[src/rtl/i2c_slave_mb_if.sv]
// Signal bundle between the I2C target and the pads / application register file.
interface i2c_slave_mb_if #(
    parameter int AW = 8
);
    logic          scl_i;
    logic          sda_i;
    logic          sda_o;
    logic          sda_oe;
    logic          busy;
    logic          rw;
    logic [AW-1:0] addr;
    logic          wen;
    logic [7:0]    wdata;
    logic          ren;
    logic [7:0]    rdata;
    logic [3:0]    state_dbg;

    // Handshake: wen and ren are single-cycle strobes with no back-pressure. wdata/addr are
    // valid while wen=1; rdata must be valid on the cycle after ren and is consumed at its end.
    modport slave (
        input  scl_i, sda_i, rdata,
        output sda_o, sda_oe, busy, rw, addr, wen, wdata, ren, state_dbg
    );
    modport master (
        output scl_i, sda_i, rdata,
        input  sda_o, sda_oe, busy, rw, addr, wen, wdata, ren, state_dbg
    );
endinterface

[src/rtl/i2c_slave_mb.sv]
// I2C target bridging the bus to a simple register interface: multi-byte sub-address,
// repeated START, optional pointer auto-increment, one-cycle read latency.
module i2c_slave_mb #(
    parameter logic [6:0] SLAVE_ADDR    = 7'h70,
    parameter int         SUBADDR_BYTES = 1,
    parameter int         FILTER_LEN    = 3,
    parameter int         AUTO_INC      = 1
) (
    input logic           clk,
    input logic           rst,
    i2c_slave_mb_if.slave bus
);
    localparam int AW = 8 * SUBADDR_BYTES;

    typedef enum logic [3:0] {
        IDLE, DEV_ADDR, DEV_ACK, SUB_ADDR, SUB_ACK, WR_DATA, WR_ACK,
        RD_FETCH, RD_CAP, RD_DATA, RD_ACK
    } state_e;

    // Index 0 = SCL, index 1 = SDA throughout the conditioning path.
    logic [1:0] sync1_q, sync2_q, filt_q, filt_prev_q;
    logic [2:0] cnt_q [2];

    always_ff @(posedge clk) begin
        if (rst) begin
            sync1_q     <= '1;
            sync2_q     <= '1;
            filt_q      <= '1;
            filt_prev_q <= '1;
            cnt_q[0]    <= '0;
            cnt_q[1]    <= '0;
        end else begin
            sync1_q     <= {bus.sda_i, bus.scl_i};
            sync2_q     <= sync1_q;
            filt_prev_q <= filt_q;
            for (int i = 0; i < 2; i++) begin
                if (sync2_q[i] == filt_q[i]) begin
                    cnt_q[i] <= '0;
                end else if (cnt_q[i] == 3'(FILTER_LEN - 1)) begin
                    filt_q[i] <= sync2_q[i];
                    cnt_q[i]  <= '0;
                end else begin
                    cnt_q[i] <= cnt_q[i] + 3'd1;
                end
            end
        end
    end

    logic scl_rise, scl_fall, sda_rise, sda_fall, start_det, stop_det, sda_f;
    assign sda_f     = filt_q[1];
    assign scl_rise  = filt_q[0] & ~filt_prev_q[0];
    assign scl_fall  = ~filt_q[0] & filt_prev_q[0];
    assign sda_rise  = filt_q[1] & ~filt_prev_q[1];
    assign sda_fall  = ~filt_q[1] & filt_prev_q[1];
    assign start_det = sda_fall & filt_q[0];
    assign stop_det  = sda_rise & filt_q[0];

    state_e        state_q, state_d;
    logic [2:0]    bit_cnt_q, bit_cnt_d;
    logic          done_q, done_d;
    logic [7:0]    shift_q, shift_d;
    logic [AW-1:0] sub_q, sub_d;
    logic          idx_q, idx_d;
    logic [AW-1:0] addr_q, addr_d;
    logic          rw_q, rw_d, busy_q, busy_d, oe_q, oe_d, wen_q, wen_d;
    logic [7:0]    wdata_q, wdata_d;
    logic [7:0]    rx_byte;

    assign rx_byte = {shift_q[6:0], sda_f};

    always_ff @(posedge clk) begin
        if (rst) begin
            state_q   <= IDLE;
            bit_cnt_q <= '0;
            done_q    <= 1'b0;
            shift_q   <= '0;
            sub_q     <= '0;
            idx_q     <= 1'b0;
            addr_q    <= '0;
            rw_q      <= 1'b0;
            busy_q    <= 1'b0;
            oe_q      <= 1'b0;
            wen_q     <= 1'b0;
            wdata_q   <= '0;
        end else begin
            state_q   <= state_d;
            bit_cnt_q <= bit_cnt_d;
            done_q    <= done_d;
            shift_q   <= shift_d;
            sub_q     <= sub_d;
            idx_q     <= idx_d;
            addr_q    <= addr_d;
            rw_q      <= rw_d;
            busy_q    <= busy_d;
            oe_q      <= oe_d;
            wen_q     <= wen_d;
            wdata_q   <= wdata_d;
        end
    end

    always_comb begin
        state_d   = state_q;
        bit_cnt_d = bit_cnt_q;
        done_d    = done_q;
        shift_d   = shift_q;
        sub_d     = sub_q;
        idx_d     = idx_q;
        addr_d    = addr_q;
        rw_d      = rw_q;
        busy_d    = busy_q;
        oe_d      = oe_q;
        wen_d     = 1'b0;
        wdata_d   = wdata_q;
        if (wen_q && AUTO_INC != 0) addr_d = addr_q + AW'(1);

        if (start_det) begin
            state_d   = DEV_ADDR;
            bit_cnt_d = '0;
            done_d    = 1'b0;
            oe_d      = 1'b0;
        end else if (stop_det) begin
            state_d = IDLE;
            done_d  = 1'b0;
            oe_d    = 1'b0;
        end else begin
            case (state_q)
                IDLE: ;
                // done_q marks "8 bits in, waiting for the SCL fall that opens the ACK slot".
                DEV_ADDR, SUB_ADDR, WR_DATA: begin
                    if (scl_rise && !done_q) begin
                        shift_d   = rx_byte;
                        bit_cnt_d = bit_cnt_q + 3'd1;
                        if (bit_cnt_q == 3'd7) begin
                            done_d = 1'b1;
                            if (state_q == DEV_ADDR) begin
                                if (rx_byte[7:1] == SLAVE_ADDR) begin
                                    rw_d = rx_byte[0];
                                end else begin
                                    state_d = IDLE;
                                    done_d  = 1'b0;
                                end
                            end else if (state_q == SUB_ADDR) begin
                                sub_d = AW'({sub_q, rx_byte});
                            end else begin
                                wen_d   = 1'b1;
                                wdata_d = rx_byte;
                            end
                        end
                    end else if (scl_fall && done_q) begin
                        done_d = 1'b0;
                        oe_d   = 1'b1;
                        case (state_q)
                            DEV_ADDR: begin
                                state_d = DEV_ACK;
                                busy_d  = 1'b1;
                            end
                            SUB_ADDR: state_d = SUB_ACK;
                            default:  state_d = WR_ACK;
                        endcase
                    end
                end
                DEV_ACK: if (scl_fall) begin
                    oe_d  = 1'b0;
                    idx_d = 1'b0;
                    state_d = rw_q ? RD_FETCH : SUB_ADDR;
                end
                SUB_ACK: if (scl_fall) begin
                    oe_d = 1'b0;
                    if (idx_q == 1'(SUBADDR_BYTES - 1)) begin
                        addr_d  = sub_q;
                        state_d = WR_DATA;
                    end else begin
                        idx_d   = idx_q + 1'b1;
                        state_d = SUB_ADDR;
                    end
                end
                WR_ACK: if (scl_fall) begin
                    oe_d    = 1'b0;
                    state_d = WR_DATA;
                end
                RD_FETCH: state_d = RD_CAP;
                RD_CAP: begin
                    shift_d   = bus.rdata;
                    oe_d      = ~bus.rdata[7];
                    bit_cnt_d = '0;
                    if (AUTO_INC != 0) addr_d = addr_q + AW'(1);
                    state_d   = RD_DATA;
                end
                RD_DATA: if (scl_fall) begin
                    if (bit_cnt_q == 3'd7) begin
                        oe_d      = 1'b0;
                        bit_cnt_d = '0;
                        done_d    = 1'b0;
                        state_d   = RD_ACK;
                    end else begin
                        shift_d   = {shift_q[6:0], 1'b0};
                        oe_d      = ~shift_q[6];
                        bit_cnt_d = bit_cnt_q + 3'd1;
                    end
                end
                RD_ACK: begin
                    if (scl_rise) begin
                        if (sda_f) state_d = IDLE;
                        else       done_d  = 1'b1;
                    end else if (scl_fall && done_q) begin
                        done_d  = 1'b0;
                        state_d = RD_FETCH;
                    end
                end
                default: state_d = IDLE;
            endcase
        end
        if (state_d == IDLE) busy_d = 1'b0;
    end

    assign bus.sda_o     = 1'b0;
    assign bus.sda_oe    = oe_q;
    assign bus.busy      = busy_q;
    assign bus.rw        = rw_q;
    assign bus.addr      = addr_q;
    assign bus.wen       = wen_q;
    assign bus.wdata     = wdata_q;
    assign bus.ren       = (state_q == RD_FETCH);
    assign bus.state_dbg = state_q;
endmodule

[src/flat_wrapper.sv]
// flat-port wrapper written by rule: the top's interface ports become plain ports
module i2c_slave_mb_flat 
#(
    parameter logic [6:0] SLAVE_ADDR    = 7'h70,
    parameter int         SUBADDR_BYTES = 1,
    parameter int         FILTER_LEN    = 3,
    parameter int         AUTO_INC      = 1
)
  (clk, rst, bus_scl_i, bus_sda_i, bus_rdata, bus_sda_o, bus_sda_oe, bus_busy, bus_rw, bus_addr, bus_wen, bus_wdata, bus_ren, bus_state_dbg);
  i2c_slave_mb_if #(.AW(8)) bus_i ();
  input logic clk;
  input logic rst;
  input wire logic [$bits(bus_i.scl_i)-1:0] bus_scl_i;
  input wire logic [$bits(bus_i.sda_i)-1:0] bus_sda_i;
  input wire logic [$bits(bus_i.rdata)-1:0] bus_rdata;
  output wire logic [$bits(bus_i.sda_o)-1:0] bus_sda_o;
  output wire logic [$bits(bus_i.sda_oe)-1:0] bus_sda_oe;
  output wire logic [$bits(bus_i.busy)-1:0] bus_busy;
  output wire logic [$bits(bus_i.rw)-1:0] bus_rw;
  output wire logic [$bits(bus_i.addr)-1:0] bus_addr;
  output wire logic [$bits(bus_i.wen)-1:0] bus_wen;
  output wire logic [$bits(bus_i.wdata)-1:0] bus_wdata;
  output wire logic [$bits(bus_i.ren)-1:0] bus_ren;
  output wire logic [$bits(bus_i.state_dbg)-1:0] bus_state_dbg;
  assign bus_i.scl_i = bus_scl_i;
  assign bus_i.sda_i = bus_sda_i;
  assign bus_i.rdata = bus_rdata;
  assign bus_sda_o = bus_i.sda_o;
  assign bus_sda_oe = bus_i.sda_oe;
  assign bus_busy = bus_i.busy;
  assign bus_rw = bus_i.rw;
  assign bus_addr = bus_i.addr;
  assign bus_wen = bus_i.wen;
  assign bus_wdata = bus_i.wdata;
  assign bus_ren = bus_i.ren;
  assign bus_state_dbg = bus_i.state_dbg;
  i2c_slave_mb #(.SLAVE_ADDR(SLAVE_ADDR), .SUBADDR_BYTES(SUBADDR_BYTES), .FILTER_LEN(FILTER_LEN), .AUTO_INC(AUTO_INC)) u_core (.clk(clk), .rst(rst), .bus(bus_i));
endmodule
[config.mk]
export PLATFORM = sky130hd
export DESIGN_NAME = i2c_slave_mb_flat
export DESIGN_NICKNAME = d
export VERILOG_FILES = /design/src/rtl/i2c_slave_mb_if.sv /design/src/rtl/i2c_slave_mb.sv /design/src/flat_wrapper.sv
export SDC_FILE = /design/constraint.sdc
export NUM_CORES = 1
export LEC_CHECK = 0
export ABC_AREA = 1
export CAP_MARGIN = 20
export CORE_MARGIN = 5
export CORE_UTILIZATION = 40
export DETAILED_ROUTE_END_ITERATION = 12
export PLACE_DENSITY = 0.58
export SETUP_SLACK_MARGIN = 0.1
export SYNTH_ARGS = -nofsm -noshare
export SYNTH_HDL_FRONTEND = slang
export SYNTH_SLANG_ARGS = --single-unit
export TNS_END_PERCENT = 20
[constraint.sdc]
create_clock -name clk -period 2.2 [get_ports clk]
set_input_delay 0.44 -clock clk [delete_from_list [all_inputs] [get_ports clk]]
set_output_delay 0.44 -clock clk [all_outputs]
set_load 0.02 [all_outputs]
==> run_results.csv, run 1 <==
group,metric,value,unit
layout,drive_above_1_share,12.3,%
worst_setup_path,cp-end-kind,"output port",
worst_setup_path,reg2reg_setup_slack,0.32,ns
global_routing,grt_pass1_vias,2644,
worst_setup_path,cp_max_fo,6,
die,rows,32,
routing,dr_wl_met3,340,um
power,ir_drop,0.000420,V
clock_tree,postCtsSetupBuffers,0,
clock_tree,post_cts_resized,1,
hold_path,holdCritPathClass,"flop to flop",
synth,syn_area_per_cell,7.09,um2
clock_tree,cts_tree,"built",
global_routing,antenna_found_initial,0,
layout,finalNetCount,509,
worst_setup_path,r2r_end,"u_core.bus.wdata[0]",
hold_path,min_to,"u_core.sync2_q[0]",
hold_path,min-delay-start,"u_core.sync1_q[0]",
die,die_w,98.6,um
hold_path,hold_path_depth,1,
synth,yosys_most_used_dff,"dfxtp_1",
timing,fmax,524,MHz
placed_design,pre_cts_ws,0.339,ns
worst_setup_path,max_stage_delay,0.66,ns
synth,synth_cell_types,40,
synth,ys_seq_area_share,38.2,%
timing,fin_crit,1.91,ns
timing,period_share,86.7,%
synth,synthCells,443,
synth,synth-edff-count,6,
worst_setup_path,crit_family,"buffers and inverters",
die,die_h,98.6,um
routing,wirelength,7370,um
routing,drc_errors,0,
layout,diodes,0,
clock_tree,htreeDepth,3,
worst_setup_path,cp_slowest_cell,"clkdlybuf4s50_1",
synth,ys_ff_latch,57,
worst_setup_path,r2r-start,"u_core.bit_cnt_q[0]",
clock_tree,clk_pin_slew_worst_paths,0.07,ns
timing,finalSetupViolCount,0,
clock_tree,clock-sinks,57,
worst_setup_path,cp_cell_sequence,"clkdlybuf4s50_1",
routing,wl_met2,3370,um
timing,rsz0062_at_grt,"false",
clock_tree,root_buffer,"clkbuf_8",
timing,setup_ws,0.293,ns
global_routing,grt_usage,15.6,%
worst_setup_path,worstSetupStartpointType,"flop",
worst_setup_path,r2r_cells,9,
routing,m1WireLength,3570,um
power,power_density,603,mW/mm2
worst_setup_path,required,1.76,ns
clock_tree,ctsHoldBuffers,0,
clock_tree,clk_path_buf_depth,2,
timing,maxSlewViolCount,0,
routing,vias_per_cell,4.87,
synth,synthArstFlopShare,0,%
placed_design,port-buffer-count,36,
layout,fillers,792,
die,initial_utilization,40.9,%
global_routing,grt.overflow.total,0,
global_routing,grt_first_pass_wirelength,12400,um
timing,finalHoldViolCount,0,
global_routing,grt_start_max_net_pins,21,
die,ios,38,
worst_setup_path,crit_arrival,1.47,ns
clock_tree,cts-buffers-inserted,9,
routing,drt_first_pass_iters,6,
placed_design,dp_hpwl,5650,um
die,core-area,0.00769,mm2
die,dieArea,0.00972,mm2
placed_design,gp_congestion,0.939,
synth,yosys_warnings,0,
layout,multi_input_comb_area,0.00165,mm2
routing,vias,2905,
layout,seq_area,0.00120,mm2
routing,dr.first_iter.drc_count,157,
run_status,status,"complete, no violations",
job,cap_violations,0,
layout,syn2layout_area_growth,22.2,%
worst_setup_path,worstSetupPathType,"flop to output port",
worst_setup_path,timing.critical_path.buf_inv,1,
clock_tree,clk_latency,0.33,ns
power,leakage,1.69,nW
routing,highest_layer,"met4",
timing,fin_skew,0.00775,ns
synth,syn-cell-area,0.00314,mm2
routing,ant_nets,0,
timing,fin_tns_setup,0,ns
routing,wire_per_inst,12.3,um
==> how the worst max path moves through the flow <==
| stage | from | to | slack [ns] | cells past startpoint |
|---|---|---|---|---|
| after floorplan | u_core.bit_cnt_q[0] | u_core.bus.wdata[4] | 0.52 | 9 |
| after global placement | u_core.bus.state_dbg[2] | bus_ren | 0.40 | 5 |
| after detailed placement | u_core.bit_cnt_q[0] | u_core.bus.wdata[0] | 0.34 | 9 |
| after CTS | u_core.bus.state_dbg[0] | bus_state_dbg[0] | 0.27 | 1 |
| after global routing | u_core.bit_cnt_q[0] | u_core.bus.wdata[1] | 0.12 | 9 |
| final | u_core.bus.state_dbg[0] | bus_state_dbg[0] | 0.29 | 1 |
==> placed cells by master, fill, tap and decap left out, drive strengths merged, types with 6 or more instances in the layout <==
cell type / instances
nand2: 108
inv: 59
dfxtp: 51
a21oi: 44
nor2: 41
o21ai: 40
clkdlybuf4s50: 35
nand3: 29
nor3: 13
clkbuf: 9
buf: 8
o211ai: 7
ha: 7
conb: 7
edfxtp: 6
==> registers in the layout (all words and copies together), names as in the netlist, 2 cells and up <==
name,count
u_core.filt_prev_q,2
u_core.bus.state_dbg,4
u_core.sync1_q,2
u_core.sync2_q,2
u_core.cnt_q,6
u_core.shift_q,7
u_core.bus.addr,8
u_core.filt_q,2
u_core.bus.wdata,8
u_core.sub_q,8
u_core.bit_cnt_q,3
==> Yosys cell counts, drive strengths merged (2+ instances only) <==
cell | instances | area, um2
inv | 59 | 221
dfxtp | 51 | 1020
o211ai | 7 | 52.6
clkbuf | 4 | 15.0
xor2 | 5 | 43.8
or2 | 4 | 25.0
ha | 7 | 87.6
edfxtp | 6 | 180
a21oi | 44 | 235
nor3 | 13 | 86.3
buf | 9 | 72.6
o21ai | 40 | 215
o22ai | 3 | 18.8
nand2 | 108 | 435
conb | 2 | 7.51
a22oi | 2 | 15.0
nor2 | 41 | 179
nand3 | 29 | 163
xnor2 | 3 | 26.3
==> power breakdown <==
group / total [mW] / internal [mW] / leakage (nW) / switching (mW)
sequential: 1.08 / 1.07 / 0.474 / 0.0151
clock: 1.07 / 0.637 / 0.109 / 0.437
combinational: 0.159 / 0.0627 / 1.10 / 0.0962
total: 2.31 / 1.77 / 1.69 / 0.548
==> final cells by class <==
cell class	instances	share of cell area [%]
Multi-Input combinational cell	318	42.9
Sequential cell	57	31.3
Timing Repair Buffer	44	10.9
Inverter	60	5.87
Tap cell	102	3.33
Clock buffer	9	3.23
Clock inverter	7	2.48
==> stage by stage <==
| step | cells | util (%) | total power [mW] | hold WS (ns) | cell area [um2] |
|---|---|---|---|---|---|
| after floorplan | 448 | - | 1.21 | 0.389 | 3160 |
| after global placement | 581 | 47.1 | 1.26 | 0.392 | 3620 |
| after detailed placement | 581 | 47.1 | 1.26 | 0.395 | 3620 |
| after CTS | 597 | 49.9 | 2.35 | 0.411 | 3840 |
| after global routing | 597 | 49.9 | 2.40 | 0.429 | 3840 |
| final | 597 | 49.9 | 2.31 | 0.409 | 3840 |
==> cell families (layout without fill, tap and decap cells) <==
family	count (synthesis)	in the layout	synth area share, %
mux	1	1	0.319
fa+ha+maj	7	7	2.79
compound gates	98	98	17.5
xor+xnor	8	8	2.23
flops	57	57	38.2
buf+inv	73	120	9.96
simple gates	197	197	28.7
other cells	2	7	0.239
==> routing by layer <==
layer	up-vias	global-route usage, %
met4	0	5.99
met3	8	2.97
li1	1532	-
met2	55	24.2
met5	-	0
met1	1310	21.5
(Power assumes the default switching activity.)
==> inputs of run 2 (changes only) <==
--- a/config.mk
+++ b/config.mk
@@ -9,6 +9,7 @@
 export CAP_MARGIN = 20
 export CORE_MARGIN = 5
 export CORE_UTILIZATION = 40
+export CTS_CLUSTER_DIAMETER = 50
 export DETAILED_ROUTE_END_ITERATION = 12
 export PLACE_DENSITY = 0.58
 export SETUP_SLACK_MARGIN = 0.1
==> constraint.sdc (replaced) <==
create_clock -name clk -period 2.03 [get_ports clk]
set_input_delay 0.406 -clock clk [delete_from_list [all_inputs] [get_ports clk]]
set_output_delay 0.406 -clock clk [all_outputs]
set_load 0.02 [all_outputs]
==> run_results.csv, run 2 (synthesis gave the netlist of run 1 again) <==
group,metric,value,unit
clock_tree,cts_tree,"built",
timing,finalSetupViolCount,0,
power,ir_drop,0.000432,V
timing,maxSlewViolCount,0,
worst_setup_path,worstSetupStartpointType,"flop",
power,p_sw,582,uW
power,combPwrFrac,7.4,%
worst_setup_path,cp_slowest_cell,"clkdlybuf4s50_1",
worst_setup_path,crit_arrival,1.46,ns
placed_design,port-buffer-count,36,
layout,finalNetCount,514,
clock_tree,clk_path_buf_depth,2,
global_routing,grt_first_pass_wirelength,12600,um
timing,fin_crit,1.86,ns
power,p_total,2.37,mW
routing,drt_first_pass_iters,4,
placed_design,gp_congestion,0.925,
clock_tree,ctsHoldBuffers,0,
die,dieArea,0.00972,mm2
clock_tree,htreeDepth,3,
worst_setup_path,cp_max_fo,6,
worst_setup_path,cp-end-kind,"output port",
die,die_h,98.6,um
worst_setup_path,cp_cell_sequence,"clkdlybuf4s50_1",
worst_setup_path,max_stage_delay,0.66,ns
die,core-area,0.00769,mm2
clock_tree,root_buffer,"clkbuf_8",
job,cap_violations,0,
die,initial_utilization,40.9,%
power,clockPowerShare,43.2,%
timing,rsz0062_at_grt,"true",
worst_setup_path,required,1.62,ns
hold_path,holdCritPathClass,"flop to flop",
timing,period_share,91.7,%
routing,drc_errors,0,
timing,fmax,537,MHz
die,ios,38,
timing,fin_skew,0.0115,ns
die,die_w,98.6,um
layout,drive_above_1_share,13.0,%
layout,diodes,0,
timing,fin_tns_setup,0,ns
timing,finalHoldViolCount,0,
layout,finish.utilization,50.1,%
routing,dr.first_iter.drc_count,170,
power,power_frac_seq,49.5,%
layout,fillers,806,
global_routing,grt_pass1_vias,2681,
timing,holdWs,0.409,ns
routing,ant_nets,0,
power,power_density,615,mW/mm2
routing,vias_per_cell,4.85,
layout,syn2layout_area_growth,22.6,%
routing,wire_per_inst,12.5,um
global_routing,grt_start_max_net_pins,21,
power,p_sw_share,24.6,%
worst_setup_path,timing.critical_path.buf_inv,1,
worst_setup_path,worstSetupPathType,"flop to output port",
die,rows,32,
power,leakage,1.69,nW
clock_tree,clk_pin_slew_worst_paths,0.07,ns
global_routing,grt.overflow.total,0,
layout,final_common_cell,"nand2_1",
clock_tree,cts-buffers-inserted,9,
run_status,status,"complete, no violations",
global_routing,grt_usage,15.8,%
routing,vias,2918,
layout,mostFrequentLayoutCells,"nand2_1 (100), inv_1 (53), dfxtp_1 (50)",
clock_tree,clock-sinks,57,
power,internal_power,1.79,mW
routing,wirelength,7530,um
global_routing,antenna_found_initial,0,
worst_setup_path,crit_family,"buffers and inverters",
placed_design,dp_hpwl,5550,um
clock_tree,clk_latency,0.34,ns
[run 2: changes by cell type in the layout (fill, tap and decap cells not counted), sizes merged]
cell and change:
nand3 +1, clkbuf +1, buf +4, clkinv +1, bufinv -1, inv -1
[run 2: final timing paths]
path | slack (ns) | endpoint | cells after the start | startpoint
setup reg to reg | 0.18 | u_core.shift_q[0] | 7 | u_core.bit_cnt_q[0]
setup / recovery | 0.17 | bus_state_dbg[0] | 1 | u_core.bus.state_dbg[0]
hold reg to reg | 0.41 | u_core.sync2_q[1] | 1 | u_core.sync1_q[1]
hold / removal | 0.41 | u_core.sync2_q[1] | 1 | u_core.sync1_q[1]
[run 2: repair_timing]
item | in CTS | in global routing
gates resized for setup | 1 | 5
endpoints found under the setup margin | 1 | 12
setup buffers | 0 | 2
pin swaps | 0 | 1
cloned | 0 | 1
[run 2: power groups by stage]
stage | logic [mW] | registers [mW] | clock network [mW]
6_report | 0.175 | 1.17 | 1.02
5_1_grt | 0.196 | 1.17 | 1.09
4_1_cts | 0.174 | 1.17 | 1.05
3_5_place_dp | 0.173 | 1.20 | 0
3_3_place_gp | 0.172 | 1.20 | 0
2_1_floorplan | 0.112 | 1.20 | 0
[run 2: stage by stage]
stage          cells  worst slack [ns]  instance area [um2]
6_report         602             0.168                 3850
5_1_grt          602            0.0886                 3850
4_1_cts          599             0.124                 3820
3_5_place_dp     583             0.231                 3630
3_3_place_gp     583             0.289                 3630
2_1_floorplan    448             0.353                 3160
[run 2: layout make-up]
cell class	instances	area [um2]	share of cell area [%]
inverter	60	226	5.88
sequential	57	1200	31.2
clock buffer	10	128	3.31
tap	102	128	3.31
multi-input combinational	319	1650	42.9
timing repair buffer	48	453	11.8
clock inverter	6	60.1	1.56
[run 2: per-layer routing]
metal,track usage [%],wire [um],vias up,part of all wire [%]
li1,-,-,1542,-
met1,21.9,3700,1304,49
met2,23.9,3400,67,45
met3,3.96,360,5,4.8
met4,5.67,76,0,1.0
met5,0,0,-,0
==> inputs of run 3 (changes only) <==
--- a/config.mk
+++ b/config.mk
@@ -7,11 +7,13 @@
 export LEC_CHECK = 0
 export ABC_AREA = 1
 export CAP_MARGIN = 20
+export CELL_PAD_IN_SITES_DETAIL_PLACEMENT = 0
+export CELL_PAD_IN_SITES_GLOBAL_PLACEMENT = 1
 export CORE_MARGIN = 5
 export CORE_UTILIZATION = 40
 export CTS_CLUSTER_DIAMETER = 50
 export DETAILED_ROUTE_END_ITERATION = 12
-export PLACE_DENSITY = 0.58
+export PLACE_DENSITY = 0.76
 export SETUP_SLACK_MARGIN = 0.1
 export SYNTH_ARGS = -nofsm -noshare
 export SYNTH_HDL_FRONTEND = slang
==> run_results.csv, run 3 (synthesis gave the netlist of run 1 again) <==
group,metric,value,unit
global_routing,busiest_layer,"met2",
power,leakage,1.68,nW
power,power_frac_seq,50.1,%
timing,finalSetupViolCount,0,
power,power_density,606,mW/mm2
global_routing,grt_start_max_net_pins,24,
power,combPwrFrac,7.6,%
power,internal_power,1.73,mW
power,clockPowerShare,42.3,%
power,p_sw,608,uW
clock_tree,clk_pin_slew_worst_paths,0.07,ns
timing,setup_ws,0.141,ns
die,rows,32,
layout,diodes,0,
hold_path,holdCritPathClass,"flop to flop",
layout,mostFrequentLayoutCells,"nand2_1 (100), inv_1 (53), dfxtp_1 (50)",
layout,fin_cells,600,
clock_tree,clk_path_buf_depth,2,
timing,fin_tns_setup,0,ns
worst_setup_path,crit_arrival,1.48,ns
layout,finalNetCount,512,
layout,syn2layout_area_growth,22.7,%
worst_setup_path,worstSetupStartpointType,"flop",
worst_setup_path,max_stage_delay,0.67,ns
placed_design,dp_hpwl,5750,um
global_routing,grt_first_pass_wirelength,13000,um
clock_tree,cts-buffers-inserted,9,
die,die_h,98.6,um
die,core-area,0.00769,mm2
routing,wire_per_inst,12.9,um
placed_design,gp_congestion,0.836,
routing,drt_first_pass_iters,4,
timing,fin_crit,1.89,ns
routing,drc_errors,0,
worst_setup_path,cp.depth,1,
hold_path,hold_path_depth,1,
timing,maxSlewViolCount,0,
global_routing,grt.overflow.total,0,
worst_setup_path,cp_cell_sequence,"clkdlybuf4s50_1",
timing,fin_skew,0.0130,ns
global_routing,met1_usage,23.4,%
timing,period_share,93.1,%
layout,drive_above_1_share,13.5,%
timing,finalHoldViolCount,0,
power,p_total,2.34,mW
global_routing,grt_use_met2,24.2,%
worst_setup_path,cp_max_fo,6,
clock_tree,clock-sinks,57,
worst_setup_path,required,1.62,ns
worst_setup_path,r2r_cells,10,
layout,final_common_cell,"nand2_1",
job,cap_violations,0,
clock_tree,clk_latency,0.35,ns
worst_setup_path,cp-end-kind,"output port",
routing,vias,2864,
clock_tree,root_buffer,"clkbuf_8",
clock_tree,ctsHoldBuffers,0,
worst_setup_path,cp_slowest_cell,"clkdlybuf4s50_1",
timing,rsz0062_at_grt,"true",
global_routing,antenna_found_initial,0,
global_routing,grt_pass1_vias,2701,
placed_design,pre_cts_ws,0.154,ns
routing,vias_per_cell,4.77,
clock_tree,cts_tree,"built",
routing,ant_nets,0,
die,dieArea,0.00972,mm2
routing,wirelength,7730,um
die,die_w,98.6,um
global_routing,grt_usage,16.5,%
worst_setup_path,crit_family,"buffers and inverters",
run_status,status,"complete, no violations",
placed_design,dpl_cell_area,0.00363,mm2
clock_tree,htreeDepth,3,
routing,dr.first_iter.drc_count,78,
layout,design_area,0.00385,mm2
placed_design,dp.cells,582,
power,p_sw_share,26.0,%
power,ir_drop,0.000458,V
global_routing,met3_usage,3.68,%
die,ios,38,
placed_design,port-buffer-count,36,
worst_setup_path,worstSetupPathType,"flop to output port",
die,initial_utilization,40.9,%
worst_setup_path,timing.critical_path.buf_inv,1,
timing,fmax,529,MHz
## run 3: power by group through the flow
stage	logic (mW)	registers, mW	clock network, mW
2_1_floorplan	0.112	1.20	0
3_3_place_gp	0.176	1.20	0
3_5_place_dp	0.178	1.20	0
4_1_cts	0.179	1.17	1.01
5_1_grt	0.201	1.17	1.06
6_report	0.178	1.17	0.988
## run 3: routing by layer
metal  share of wire [%]  up-vias
met5                   0        -
met4                 1.7        0
met3                 4.4       10
met2                  43       55
met1                  51     1271
li1                    -     1528
## run 3: final timing paths
check                          start                  end  slack (ns)
min reg2reg        u_core.sync1_q[1]    u_core.sync2_q[1]        0.41
max          u_core.bus.state_dbg[0]     bus_state_dbg[0]        0.14
min                u_core.sync1_q[1]    u_core.sync2_q[1]        0.41
max reg2reg      u_core.bit_cnt_q[0]  u_core.bus.wdata[5]        0.25
## run 3: layout make-up
| cell class | instances | area [um2] |
|---|---|---|
| fillers | 809 | 3830 |
| multi-input cells | 318 | 1660 |
| flip-flops and latches | 57 | 1200 |
| repair buffers | 47 | 459 |
| inverters | 60 | 226 |
| clock buffers | 11 | 151 |
| well taps | 102 | 128 |
| clock inverters | 5 | 30.0 |
## run 3: repair_timing
item | CTS | global route
setup buffers | 0 | 2
gates resized for setup | 2 | 6
setup endpoints to repair | 1 | 18
## run 3: metrics by stage
step	hold slack, ns	utilization (%)
2_1_floorplan	0.389	-
3_3_place_gp	0.393	47.2
3_5_place_dp	0.398	47.2
4_1_cts	0.413	49.5
5_1_grt	0.420	50.1
6_report	0.409	50.1
